===== src/rtl/morphle_pkg.sv =====
// rtl/morphle_pkg.sv - dual-rail token values, red-cell state type and lane encode/decode helpers
package morphle_pkg;

    localparam logic [1:0] V_EMPTY = 2'b00;
    localparam logic [1:0] V_0     = 2'b01;
    localparam logic [1:0] V_1     = 2'b10;
    localparam logic [1:0] V_ERR   = 2'b11;

    typedef enum logic [1:0] {
        IDLE,
        DRIVE,
        RZ
    } state_t;

    function automatic logic [1:0] encode(input logic b);
        return b ? V_1 : V_0;
    endfunction

    // Empty and illegal lanes both read back as 0; illegal is flagged separately.
    function automatic logic decode(input logic [1:0] v);
        return v == V_1;
    endfunction

    function automatic logic is_err(input logic [1:0] v);
        return v == V_ERR;
    endfunction

endpackage


===== src/rtl/morphle_dr_sync.sv =====
// rtl/morphle_dr_sync.sv - multi-flop synchronizer for the up-going dual-rail wires
module morphle_dr_sync
    import morphle_pkg::*;
#(
    parameter int STAGES = 2,
    parameter int W      = 8
) (
    input  logic         clk,
    input  logic         reset_n,
    input  logic [W-1:0] d,
    output logic [W-1:0] q,
    output logic         primed
);

    logic [W-1:0]      ff [STAGES];
    logic [STAGES-1:0] fill;

    // fill marks when every stage holds a post-reset sample, so q is a true view of d
    always_ff @(posedge clk or negedge reset_n) begin
        if (!reset_n) begin
            for (int i = 0; i < STAGES; i++) begin
                ff[i] <= '0;
            end
            fill <= '0;
        end else begin
            ff[0] <= d;
            for (int i = 1; i < STAGES; i++) begin
                ff[i] <= ff[i-1];
            end
            fill <= {fill[STAGES-2:0], 1'b1};
        end
    end

    assign q      = ff[STAGES-1];
    assign primed = fill[STAGES-1];

endmodule


===== src/rtl/morphle_redcell.sv =====
// rtl/morphle_redcell.sv - clocked red cell: host word <-> four-phase dual-rail tokens
// Optional watchdog enabled by REDCELL_TIMEOUT_EN.
module morphle_redcell
    import morphle_pkg::*;
#(
    parameter int LANES       = 4,
    parameter int SYNC_STAGES = 2,
    parameter int TMO_W       = 12
) (
    input  logic               clk,
    input  logic               reset_n,
    input  logic               en,
    input  logic               tx_valid,
    output logic               tx_ready,
    input  logic [LANES-1:0]   tx_data,
    output logic               rx_valid,
    input  logic               rx_ready,
    output logic [LANES-1:0]   rx_data,
    output logic               rx_err,
    output logic               net_empty,
    output logic [2*LANES-1:0] net_out,
    input  logic [2*LANES-1:0] net_in
);

    state_t             state;
    logic [2*LANES-1:0] sb;
    logic               sync_primed;
    logic               all_full;
    logic               all_empty;
    logic               dec_err;
    logic [LANES-1:0]   dec_data;
    logic [2*LANES-1:0] tx_enc;
    logic               tx_fire;
    logic               rx_fire;
    logic               tmo_hit;
    logic               leave_state;

    morphle_dr_sync #(
        .STAGES (SYNC_STAGES),
        .W      (2*LANES)
    ) u_sync (
        .clk     (clk),
        .reset_n (reset_n),
        .d       (net_in),
        .q       (sb),
        .primed  (sync_primed)
    );

    always_comb begin
        all_full  = 1'b1;
        all_empty = 1'b1;
        dec_err   = 1'b0;
        dec_data  = '0;
        tx_enc    = '0;
        for (int i = 0; i < LANES; i++) begin
            if (sb[2*i +: 2] == V_EMPTY) begin
                all_full = 1'b0;
            end else begin
                all_empty = 1'b0;
            end
            dec_data[i]      = decode(sb[2*i +: 2]);
            dec_err          = dec_err | is_err(sb[2*i +: 2]);
            tx_enc[2*i +: 2] = encode(tx_data[i]);
        end
    end

    // sync_primed keeps the port closed until the synchronizer reflects the real network after reset
    assign tx_ready = (state == IDLE) & en & ~net_empty & sync_primed & all_empty
                    & (~rx_valid | rx_ready);
    assign tx_fire  = tx_valid & tx_ready;
    assign rx_fire  = rx_valid & rx_ready;

    always_comb begin
        leave_state = 1'b0;
        case (state)
            IDLE:    leave_state = tx_fire;
            DRIVE:   leave_state = all_full | tmo_hit;
            RZ:      leave_state = all_empty | tmo_hit;
            default: leave_state = 1'b1;
        endcase
    end

`ifdef REDCELL_TIMEOUT_EN
    logic [TMO_W-1:0] tmo_cnt;

    assign tmo_hit = &tmo_cnt;

    always_ff @(posedge clk or negedge reset_n) begin
        if (!reset_n) begin
            tmo_cnt <= '0;
        end else if (state == IDLE || leave_state) begin
            tmo_cnt <= '0;
        end else begin
            tmo_cnt <= tmo_cnt + 1'b1;
        end
    end
`else
    assign tmo_hit = 1'b0;
`endif

    always_ff @(posedge clk or negedge reset_n) begin
        if (!reset_n) begin
            state     <= IDLE;
            net_out   <= '0;
            net_empty <= 1'b1;
            rx_valid  <= 1'b0;
            rx_data   <= '0;
            rx_err    <= 1'b0;
        end else begin
            if (rx_fire) begin
                rx_valid <= 1'b0;
            end
            case (state)
                IDLE: begin
                    net_empty <= ~en;
                    if (tx_fire) begin
                        net_out <= tx_enc;
                        state   <= DRIVE;
                    end
                end
                DRIVE: begin
                    // a watchdog capture reports the missing lanes as 0 and flags the word
                    if (leave_state) begin
                        rx_data  <= dec_data;
                        rx_err   <= dec_err | ~all_full;
                        rx_valid <= 1'b1;
                        net_out  <= '0;
                        state    <= RZ;
                    end
                end
                RZ: begin
                    if (leave_state) begin
                        state <= IDLE;
                    end
                end
                default: begin
                    net_out <= '0;
                    state   <= IDLE;
                end
            endcase
        end
    end

endmodule

===== config.mk =====
export PLATFORM = sky130hd
export DESIGN_NAME = morphle_redcell
export DESIGN_NICKNAME = d
export VERILOG_FILES = /design/src/rtl/morphle_pkg.sv /design/src/rtl/morphle_dr_sync.sv /design/src/rtl/morphle_redcell.sv
export SDC_FILE = /design/constraint.sdc
export NUM_CORES = 1
export LEC_CHECK = 0
export CAP_MARGIN = 20
export CORE_ASPECT_RATIO = 0.6
export CORE_MARGIN = 2
export CORE_UTILIZATION = 32
export DETAILED_ROUTE_END_ITERATION = 10
export GPL_TIMING_DRIVEN = 0
export PLACE_DENSITY = 0.66
export SETUP_SLACK_MARGIN = 0.05
export SLEW_MARGIN = 20
export SYNTH_ARGS = -nofsm -noshare
export SYNTH_HDL_FRONTEND = slang
export SYNTH_SLANG_ARGS = --single-unit

===== constraint.sdc =====
create_clock -name clk -period 1.8 [get_ports clk]
set_clock_uncertainty 0.05 [all_clocks]
set_input_delay 0.18 -clock clk [delete_from_list [all_inputs] [get_ports clk]]
set_output_delay 0.18 -clock clk [all_outputs]
set_load 0.02 [all_outputs]

==> metrics.md, run 1 <==
| Metric | Value |
|---|---|
| Grt ovf | `0` |
| Clock root cell | `clkbuf_8` |
| Post-DP HPWL | `between 1500 and 2000 microns` |
| Iteration-0 DRC Markers | `a little over 50` |
| Max-cap viol count | `0` |
| Die height | `roughly 54 microns` |
| Core Rows | `18` |
| Clock Latency Late Sink | `roughly 280 ps` |
| Slowest CP cell | `dfrtp_1` |
| Die width | `87.0 microns` |
| WHS Path Cells | `1` |
| Path category of the worst min-delay check | `primary input to register` |
| DR vias/cell | `approximately 4.6` |
| Diode count | `0` |
| Synthesized area per cell | `around 14 sq um` |
| Clock Pin Slew Worst Setup and Hold Paths | `approximately 70 ps` |
| WL final | `between 2000 and 2500 microns` |
| Yosys top cell area share | `0.644` |
| Reg area | `878 sq um` |
| DRC Markers | `0` |
| Ys flop type | `dfrtp_1` |
| Post-synth top cells | `dfrtp_1 (34), o21ai_0 (9), mux2i_1 (8)` |
| Slowest cell delay on critical path | `420 ps` |
| CP Launch Point | `u_sync.q[3]$_DFF_PN0_` |
| Post-synth EDFFs | `0` |
| Sink Count | `35` |
| Crit start category | `register` |
| Via count | `slightly below 900` |
| # fillers | `about 380` |
| Clock Power Share | `0.241` |
| F_max | `0.599 GHz` |
| Number of synthesis warnings | `0` |
| Vias in the first global route | `between 900 and 1000` |
| Post-synth ARST share | `1.00` |
| 1st-pass router iterations | `4` |
| Post-Syn Area | `between 0.001 and 0.0015 sq mm` |
| Layout Nets | `~160` |
| Core footprint | `a little over 0.004 sq mm` |
| Crit path cell chain | `nor2_4 -> nand4_1 -> buf_4 -> nor3_2 -> buf_6 -> mux2i_1` |
| WS Path Type | `register to register` |
| Setup TNS | `0 ps` |
| Crit path time final | `1670 ps` |
| WL per Instance | `approximately 13 microns` |
| IO buf count | `32` |
| First-pass GRT wire length | `around 4300 microns` |
| RSZ-0062 raised after global routing | `yes` |
| Pint | `between 1.5 and 2 mW` |
| All-layer global routing usage | `0.125` |
| Multi-input gate area | `approximately 430 sq um` |
| Outcome | `complete, no violations` |
| Final setup viols | `0` |
| R2r setup slk | `~130 ps` |
| Sequential power share | `0.456` |
| ANT nets after route | `0` |
| R2r endpoint | `net_out[6]$_DFFE_PN0P_` |
| Most common cell in the netlist | `dfrtp_1` |
| Share of cells above drive strength 1 | `0.259` |
| Logic pwr share | `0.303` |
| NetSw | `between 700 and 800 uW` |
| Worst R2R Path Depth | `6` |
| Fin. max-slew vios | `0` |
| Sw Share | `0.311` |
| Num ports | `33` |
| H-tree levels | `2` |
| Cell taking the most area after synthesis | `dfrtp_1` |
| Synthesized flop and latch total | `35` |
| Sequential area share after synthesis | `0.664` |
| Maximum vdd drop | `between 400 and 500 uV` |
| CTS Buffer Depth | `2` |
| Initial antenna violation count | `0` |
| Part of the cycle the worst path needs | `0.927` |
| Gpl congestion | `roughly 0.76` |
| Top cells by area in the synthesized netlist | `dfrtp_1 (64%), mux2i_1 (6.1%), mux2_2 (4.3%), o21ai_0 (3.4%), and2b_1 (2.3%)` |
| CP endpoint kind | `register` |
| Post-synth cell types | `27` |
| Worst setup path endpoint | `net_out[6]$_DFFE_PN0P_` |
| Leak | `about 0.78 nW` |
| Post-Syn Instances | `97` |
| Final Hold Violating Endpoints | `0` |
| Pwr dens | `about 1200 mW/mm^2` |
| Largest net degree at the start of global routing | `36` |
| Layout area overhead | `41.1%` |
| Total Power | `~2.3 mW` |
| Initial Util | `0.328` |
| Worst-path fanout max | `9` |
| Worst EP required | `around 1900 ps` |
| Post-synth net total | `~110` |
| TritonCTS clock tree | `done` |
| Worst r2r src | `u_sync.q[3]$_DFF_PN0_` |
| Critical path arrival | `between 1500 and 2000 ps` |
| CTS Buf Count | `5` |
| Die area | `roughly 0.0047 sq mm` |
[critical path, delay by kind of cell (launching register included)]
| family | cells | cell delay (ps) |
|---|---|---|
| flops | 1 | 420 |
| mux | 1 | 210 |
| simple gates | 3 | 510 |
| buf+inv | 2 | 370 |
[power groups by stage]
stage	sequential, mW	clock, mW	combinational, mW
detailed placement	1.05	0	0.674
CTS	1.04	0.567	0.701
floorplan	1.17	0	0.194
global placement	1.04	0	0.652
finish	1.04	0.547	0.691
global route	1.06	0.601	0.742
[placed cells by master, fill, tap and decap left out, drive strengths merged, types with 4 or more instances in the layout]
master         count
o21ai              9
and2b              4
or3                4
clkbuf             6
mux2i              8
nor2               6
mux2               5
dfrtp             34
nand2              6
buf                8
clkdlybuf4s50     30
inv                4
[cells by family after synthesis]
| logic type | count (synthesis) | share of synthesized area |
|---|---|---|
| AOI/OAI and AO/OA | 18 | 0.0881 |
| buffers and inverters | 6 | 0.0256 |
| and+or+nand+nor | 24 | 0.116 |
| muxes | 13 | 0.103 |
| DFF | 35 | 0.664 |
| other | 1 | 0.00284 |
[sequential cells by signal (all words and copies together), names as in the netlist]
signal / cells
net_empty: 1
u_sync.fill: 2
u_sync.ff: 8
rx_valid: 1
rx_err: 1
net_out: 8
u_sync.q: 8
rx_data: 4
state: 2
[timing repair]
action,in CTS,in global routing
resized for setup,9,1
pin swaps,2,2
setup buffers,2,2
setup endpoints to repair,1,9
hold buffers,1,0
hold endpoints to repair,34,0
[per-stage QoR]
| step | setup slack [ps] | hold slack (ps) | area [sq um] | utilization | cells |
|---|---|---|---|---|---|
| 3_5_place_dp | -144 | 110 | 1720 | 0.426 | 180 |
| 4_1_cts | 97.7 | 280 | 1840 | 0.457 | 191 |
| 5_1_grt | 34.7 | 272 | 1860 | 0.462 | 193 |
| 3_3_place_gp | -164 | 283 | 1700 | 0.423 | 179 |
| 6_report | 132 | 286 | 1860 | 0.462 | 193 |
| 2_1_floorplan | 305 | -166 | 1320 | - | 97 |
[area by class of cell]
cell class / count / share of cell area
clock buffer: 5 / 0.0369
buffer: 2 / 0.0101
tap: 50 / 0.0336
clock inverter: 3 / 0.0107
sequential: 35 / 0.471
multi-input combinational: 56 / 0.231
timing repair buffer: 38 / 0.199
inverter: 4 / 0.00805
[worst min path at each step]
stage	slack [ps]	from	end
after floorplan	-170	reset_n	net_out[0]$_DFFE_PN0P_
after global placement	280	u_sync.fill[0]$_DFF_PN0_	u_sync.fill[1]$_DFF_PN0_
after detailed placement	110	reset_n	u_sync.ff[9]$_DFF_PN0_
after CTS	280	net_in[6]	u_sync.ff[14]$_DFF_PN0_
after global routing	270	net_in[5]	u_sync.ff[13]$_DFF_PN0_
final	290	net_in[6]	u_sync.ff[14]$_DFF_PN0_
[metal layers]
metal,vias up,routed length [microns],GRT usage
li1,426,-,-
met1,437,1240,0.163
met2,20,1120,0.196
met3,0,134,0.0521
met4,0,0,0.0313
met5,-,0,0
(Power assumes the default switching activity.)
==> inputs of run 2 (changes only) <==
Settings changed: ABC_CLOCK_PERIOD_IN_PS set to 1800, REMOVE_ABC_BUFFERS set to 1.
==> run 2 against run 1 <==
Non-clock buffer count decreased by 2. Sequential cell count unchanged. First-iteration DRC count increased by 43%. Total power increased by 7.5%. Die area unchanged. Register-to-register slack about the same. Combinational power increased by 3.6%. Worst setup slack got worse by 11 ps. Wire length increased by 6.3%. Cell count decreased by 1.0%. Critical path depth decreased by 2. Sequential share of layout area decreased by 0.68 points. Largest power group unchanged.
==> metrics.md, run 2 (synthesis gave the netlist of run 1 again) <==
| Metric | Value |
|---|---|
| Layout Nets | `157 (-1.3%)` |
| Relative max-transition margin | `0.645` |
| ANT nets after route | `0 (unchanged)` |
| Initial Util | `0.328 (unchanged)` |
| Total Power | `2.45 mW (+7.5%)` |
| Met3 usage | `0.0460 (-0.00613)` |
| First-pass GRT wire length | `4440 microns (+2.5%)` |
| 1st-pass router iterations | `4 (unchanged)` |
| WS Path Type | `register to output port` |
| Outcome | `complete, no violations` |
| Busiest grt layer | `met2` |
| Post-DP HPWL | `1840 microns (-0.16%)` |
| Part of the cycle the worst path needs | `0.933 (+0.00618)` |
| Leak | `0.798 nW (+1.9%)` |
| Maximum vdd drop | `500 uV (+13%)` |
| Via count | `884 (+0.11%)` |
| Cell Area, Placed | `0.00170 sq mm (-1.1%)` |
| Crit start category | `register` |
| Final Hold Violating Endpoints | `0 (unchanged)` |
| Clock Latency Late Sink | `280 ps (about the same)` |
| Grt ovf | `0 (unchanged)` |
| Iteration-0 DRC Markers | `73 (+43%)` |
| F_max | `0.595 GHz (-0.66%)` |
| Final setup margin | `121 ps (-11.1 ps)` |
| Setup TNS | `0 ps (unchanged)` |
| CTS Buf Count | `5 (unchanged)` |
| Worst Tran Pin Value | `about 530 ps` |
| Die width | `87.0 microns (unchanged)` |
| TritonCTS clock tree | `done` |
| DR vias/cell | `4.63 (+1.2%)` |
| WL per Instance | `13.9 microns (+7.4%)` |
| H-tree levels | `2 (unchanged)` |
| Crit path time final | `1680 ps (+11.1 ps)` |
| WL final | `2650 microns (+6.3%)` |
| Vias in the first global route | `947 (-2.0%)` |
| # fillers | `350 (-8.1%)` |
| Core Rows | `18 (unchanged)` |
| Most frequent cells in the layout | `dfrtp_1 (32), clkdlybuf4s50_1 (30), o21ai_0 (9)` |
| Share of cells above drive strength 1 | `0.262 (+0.00367)` |
| Diode count | `0 (unchanged)` |
| Clock Pin Slew Worst Setup and Hold Paths | `70 ps (about the same)` |
| Sink Count | `35 (unchanged)` |
| Core footprint | `0.00403 sq mm (unchanged)` |
| Worst-path fanout max | `3 (-6)` |
| Final instance area | `0.00189 sq mm (+1.6%)` |
| Met1 Use GR | `0.149 (-0.0133)` |
| Num ports | `33 (unchanged)` |
| Final setup viols | `0 (unchanged)` |
| Path category of the worst min-delay check | `primary input to register` |
| All-layer global routing usage | `0.132 (+0.00656)` |
| Met2 Track Usage GR | `0.235 (+0.0394)` |
| DRC Markers | `0 (unchanged)` |
| Worst slack, placed | `-342 ps (-198 ps)` |
| IO buf count | `32 (unchanged)` |
| RSZ-0062 raised after global routing | `no` |
| Worst EP required | `1570 ps (-370 ps)` |
| Clock root cell | `clkbuf_8` |
| CP endpoint kind | `output port` |
| Critical path arrival | `1450 ps (-360 ps)` |
| Largest net degree at the start of global routing | `36 (unchanged)` |
| CTS Buffer Depth | `2 (unchanged)` |
| Fin. max-slew vios | `0 (unchanged)` |
| Pwr dens | `1290 mW/mm^2 (+5.8%)` |
| Initial antenna violation count | `0 (unchanged)` |
| Die area | `0.00468 sq mm (unchanged)` |
| Gpl congestion | `0.734 (-3.7%)` |
| Commonest non-fill, non-tap cell in the layout | `dfrtp_1` |
| Die height | `53.8 microns (unchanged)` |
| Layout area overhead | `43.4%` |
| Max-cap viol count | `0 (unchanged)` |
-- run 2: cell types whose count changed in the layout (fill, tap and decap cells not counted), sizes merged --
cell      previous run  this run
bufinv               0         1
buf                  8         7
clkinv               1         2
clkbuf               6         5
clkinvlp             2         0
-- run 2: path summary, 6_finish.rpt --
| kind | from | endpoint | slack [ps] | cells past startpoint |
|---|---|---|---|---|
| max | u_sync.q[3]$_DFF_PN0_ | tx_ready | 120 | 4 |
| min | net_in[1] | u_sync.ff[9]$_DFF_PN0_ | 280 | 1 |
| max reg2reg | state[1]$_DFFE_PN0P_ | rx_data[1]$_DFFE_PN0P_ | 130 | 4 |
| min reg2reg | u_sync.ff[11]$_DFF_PN0_ | u_sync.q[3]$_DFF_PN0_ | 300 | 0 |
| max in group asynchronous | reset_n | net_empty$_DFFE_PN1N_ | 1120 | 3 |
| min in group asynchronous | reset_n | u_sync.ff[15]$_DFF_PN0_ | 340 | 3 |
-- run 2: power by group --
group	leakage [nW]	internal, mW	total (mW)	switching, mW
Combinational	0.312	0.373	0.716	0.343
Sequential	0.428	0.939	1.04	0.105
Clock	0.0581	0.412	0.687	0.275
Total	0.798	1.72	2.45	0.723
-- run 2: stage by stage --
step | hold WS, ps | util | std cells
finish | 280 | 0.470 | 191
global route | 259 | 0.470 | 191
CTS | 272 | 0.466 | 189
detailed placement | 106 | 0.422 | 178
global placement | 284 | 0.418 | 177
floorplan | -166 | - | 95
-- run 2: critical path, stage by stage, from the launching register on --
cell     delay [ps]
dfrtp_1         420
nor2_4          170
nand4_1         240
nor2_1          170
buf_2           180
-- run 2: routing by layer --
| metal | share of wire | routed length [microns] |
|---|---|---|
| met2 | 0.51 | 1340 |
| met4 | 0.0079 | 21 |
| met1 | 0.43 | 1150 |
| met5 | 0 | 0 |
| met3 | 0.051 | 134 |
-- run 2: timing repair --
action                     in CTS  in global routing
resized for setup              14                  0
hold buffers                    1                  0
setup endpoints to repair      10                  2
hold endpoints to repair       34                  0
pin swaps                       3                  1
buffers inserted                2                  2
-- run 2: layout make-up --
type                       count  area [sq um]  share of cell area
clock buffer                   5          68.8              0.0363
clock inverter                 3          43.8              0.0231
inverter                       4          15.0             0.00793
multi-input combinational     56           454               0.240
sequential                    35           880               0.464
tap                           50          62.6              0.0330
timing repair buffer          38           370               0.196
==> inputs of run 3 (changes only) <==
--- a/config.mk
+++ b/config.mk
@@ -10,8 +10,8 @@
 export CORE_ASPECT_RATIO = 0.6
 export CORE_MARGIN = 2
-export CORE_UTILIZATION = 32
+export CORE_UTILIZATION = 47
 export DETAILED_ROUTE_END_ITERATION = 10
 export GPL_TIMING_DRIVEN = 0
-export PLACE_DENSITY = 0.66
+export PLACE_DENSITY = 0.87
 export REMOVE_ABC_BUFFERS = 1
 export SETUP_SLACK_MARGIN = 0.05
--- a/constraint.sdc
+++ b/constraint.sdc
@@ -3,3 +3,3 @@
 set_input_delay 0.18 -clock clk [delete_from_list [all_inputs] [get_ports clk]]
 set_output_delay 0.18 -clock clk [all_outputs]
-set_load 0.02 [all_outputs]
+set_load 0.1 [all_outputs]
==> run 3 against run 2 <==
The run now ends with negative setup slack left. Largest cell class unchanged. Sequential share of layout area is 0.91 points higher. Cell count down 8.4%. Wire length up 8.4%. Critical path depth grew 2. Via count rose by 7.7%. Combinational power rose by 94%. Non-clock buffer count grew 2. Final area fell by 1.9%. Utilization increased by 25 points. Global-route usage grew 5.1 points. Worst setup slack got worse by 120 ps. Sequential cell count is the same.
==> metrics.md, run 3 (synthesis gave the netlist of run 1 again) <==
| Metric | Value |
|---|---|
| 1st-pass router iterations | `4 (unchanged)` |
| Crit path time final | `1800 ps (+122 ps)` |
| Slowest CP cell | `dfrtp_1` |
| Vias in the first global route | `887 (-6.3%)` |
| Worst slack, placed | `-602 ps (-260 ps)` |
| Failing checks | `negative setup slack` |
| Grt ovf | `0 (unchanged)` |
| Crit start category | `register` |
| Worst-path fanout max | `9 (+6)` |
| Post-route insts no fill | `175 (-8.4%)` |
| WHS Path Cells | `1 (unchanged)` |
| Largest net degree at the start of global routing | `36 (unchanged)` |
| Gpl congestion | `0.857 (+17%)` |
| CP delay by family, top | `simple AND/OR/NAND/NOR gates` |
| Final Hold Violating Endpoints | `0 (unchanged)` |
| CP endpoint kind | `register` |
| Slowest cell delay on critical path | `420 ps (about the same)` |
| Core Util, Final | `0.717 (+0.247)` |
| Share of cells above drive strength 1 | `0.308 (+0.0453)` |
| Core footprint | `0.00259 sq mm (-36%)` |
| Crit path cell chain | `nor2_4 -> nand4_1 -> buf_4 -> nor3_4 -> buf_12 -> mux2i_2` |
| NetSw | `1.44 mW (+100%)` |
| Sequential power share | `0.351 (-0.076)` |
| DRC Markers | `0 (unchanged)` |
| Clock Latency Late Sink | `280 ps (about the same)` |
| Sw Share | `0.487 (+0.192)` |
| Worst hold slack | `281 ps (+0.527 ps)` |
| Pint | `1.52 mW (-12%)` |
| Final instance area | `0.00186 sq mm (-1.9%)` |
| TritonCTS clock tree | `done` |
| All-layer global routing usage | `0.182 (+0.0506)` |
| Final setup margin | `-1.20 ps (-122 ps)` |
| ANT nets after route | `0 (unchanged)` |
| Worst Tran Pin Value | `958 ps (+429 ps)` |
| Most frequent cells in the layout | `dfrtp_1 (32), clkdlybuf4s50_1 (15), o21ai_0 (9)` |
| Layout area overhead | `40.6%` |
| Core Rows | `14 (-4)` |
| Critical hold path startpoint | `net_in[5]` |
| Setup TNS | `-1.20 ps (-1.20 ps)` |
| Diode count | `0 (unchanged)` |
| F_max | `0.555 GHz (-6.8%)` |
| WL per Instance | `16.4 microns (+18%)` |
| CTS Buf Count | `5 (unchanged)` |
| Leak | `0.836 nW (+4.7%)` |
| R2r endpoint | `net_out[1]$_DFFE_PN0P_` |
| Outcome | `complete, but fails checks` |
| Initial antenna violation count | `0 (unchanged)` |
| DR vias/cell | `5.44 (+18%)` |
| Die area | `0.00327 sq mm (-30%)` |
| Post-DP HPWL | `1800 microns (-2.4%)` |
| Num ports | `33 (unchanged)` |
| Commonest non-fill, non-tap cell in the layout | `dfrtp_1` |
| WP buf/inv | `2 (+1)` |
| H-tree levels | `2 (unchanged)` |
| Critical path arrival | `1950 ps (+500 ps)` |
| Layout Nets | `159 (+1.3%)` |
| First-pass GRT wire length | `4200 microns (-5.4%)` |
| Clock Pin Slew Worst Setup and Hold Paths | `70 ps (about the same)` |
| Final setup viols | `1 (+1)` |
| Initial Util | `0.510 (+0.182)` |
| Part of the cycle the worst path needs | `1.00 (+0.0676)` |
| Die height | `45.1 microns (-16%)` |
| Hold path endpoint | `u_sync.ff[13]$_DFF_PN0_` |
| Relative max-transition margin | `0.364 (-0.281)` |
| WS Path Type | `register to register` |
| Worst EP required | `1940 ps (+370 ps)` |
| Clock root cell | `clkbuf_8` |
| Total Power | `2.97 mW (+21%)` |
| Die width | `72.5 microns (-17%)` |
| IO buf count | `32 (unchanged)` |
| R2r setup slk | `-1 ps (-130 ps)` |
| Worst R2R Path Depth | `6 (+2)` |
| WL final | `2880 microns (+8.4%)` |
| Path category of the worst min-delay check | `primary input to register` |
| Via count | `952 (+7.7%)` |
| Maximum vdd drop | `925 uV (+85%)` |
| Logic pwr share | `0.468 (+0.175)` |
| Worst r2r src | `u_sync.q[4]$_DFF_PN0_` |
| # placed instances | `159 (-11%)` |
| Fin. max-slew vios | `0 (unchanged)` |
| Sink Count | `35 (unchanged)` |
| Max-cap viol count | `0 (unchanged)` |
| Clock Power Share | `0.181 (-0.100)` |
| CTS Buffer Depth | `2 (unchanged)` |
| Pwr dens | `1600 mW/mm^2 (+24%)` |
| Iteration-0 DRC Markers | `120 (+64%)` |
| Cell Area, Placed | `0.00166 sq mm (-2.5%)` |
| RSZ-0062 raised after global routing | `yes` |
[run 3: worst max-delay path by stage]
stage	end	start	slack, ps	cells past startpoint
2_1_floorplan	tx_ready	rx_valid$_DFF_PN0_	-770	3
3_3_place_gp	tx_ready	u_sync.q[5]$_DFF_PN0_	-600	4
3_5_place_dp	tx_ready	u_sync.q[3]$_DFF_PN0_	-600	4
4_1_cts	tx_ready	u_sync.q[5]$_DFF_PN0_	-130	4
5_1_grt	net_out[6]$_DFFE_PN0P_	u_sync.q[4]$_DFF_PN0_	-50	6
6_report	net_out[1]$_DFFE_PN0P_	u_sync.q[4]$_DFF_PN0_	-1	6
[run 3: power groups by stage]
stage / logic [mW] / registers (mW) / clock network (mW)
global placement: 1.35 / 1.03 / 0
floorplan: 0.196 / 1.87 / 0
detailed placement: 1.37 / 1.05 / 0
CTS: 1.30 / 1.03 / 0.552
finish: 1.39 / 1.04 / 0.536
global route: 1.44 / 1.06 / 0.593
[run 3: layout make-up]
cell class              count  area [sq um]
repair buffers             40           385
well taps                  32          40.0
clock inverters             2          12.5
inverters                   4          15.0
fillers                   183           734
multi-input cells          56           453
flip-flops and latches     35           880
clock buffers               6          72.6
[run 3: repair_timing]
item	CTS	global route
endpoints found under the hold margin	34	0
gates resized for setup	26	24
buffers inserted	1	6
pin swaps	1	6
hold buffers	1	0
endpoints found under the setup margin	25	23
[run 3: layer usage]
| metal | vias to the layer above | GRT usage | share of wire |
|---|---|---|---|
| li1 | 421 | - | - |
| met2 | 57 | 0.290 | 0.48 |
| met4 | 0 | 0.0926 | 0.024 |
| met3 | 8 | 0.0670 | 0.097 |
| met1 | 466 | 0.225 | 0.40 |
| met5 | - | 0 | 0 |
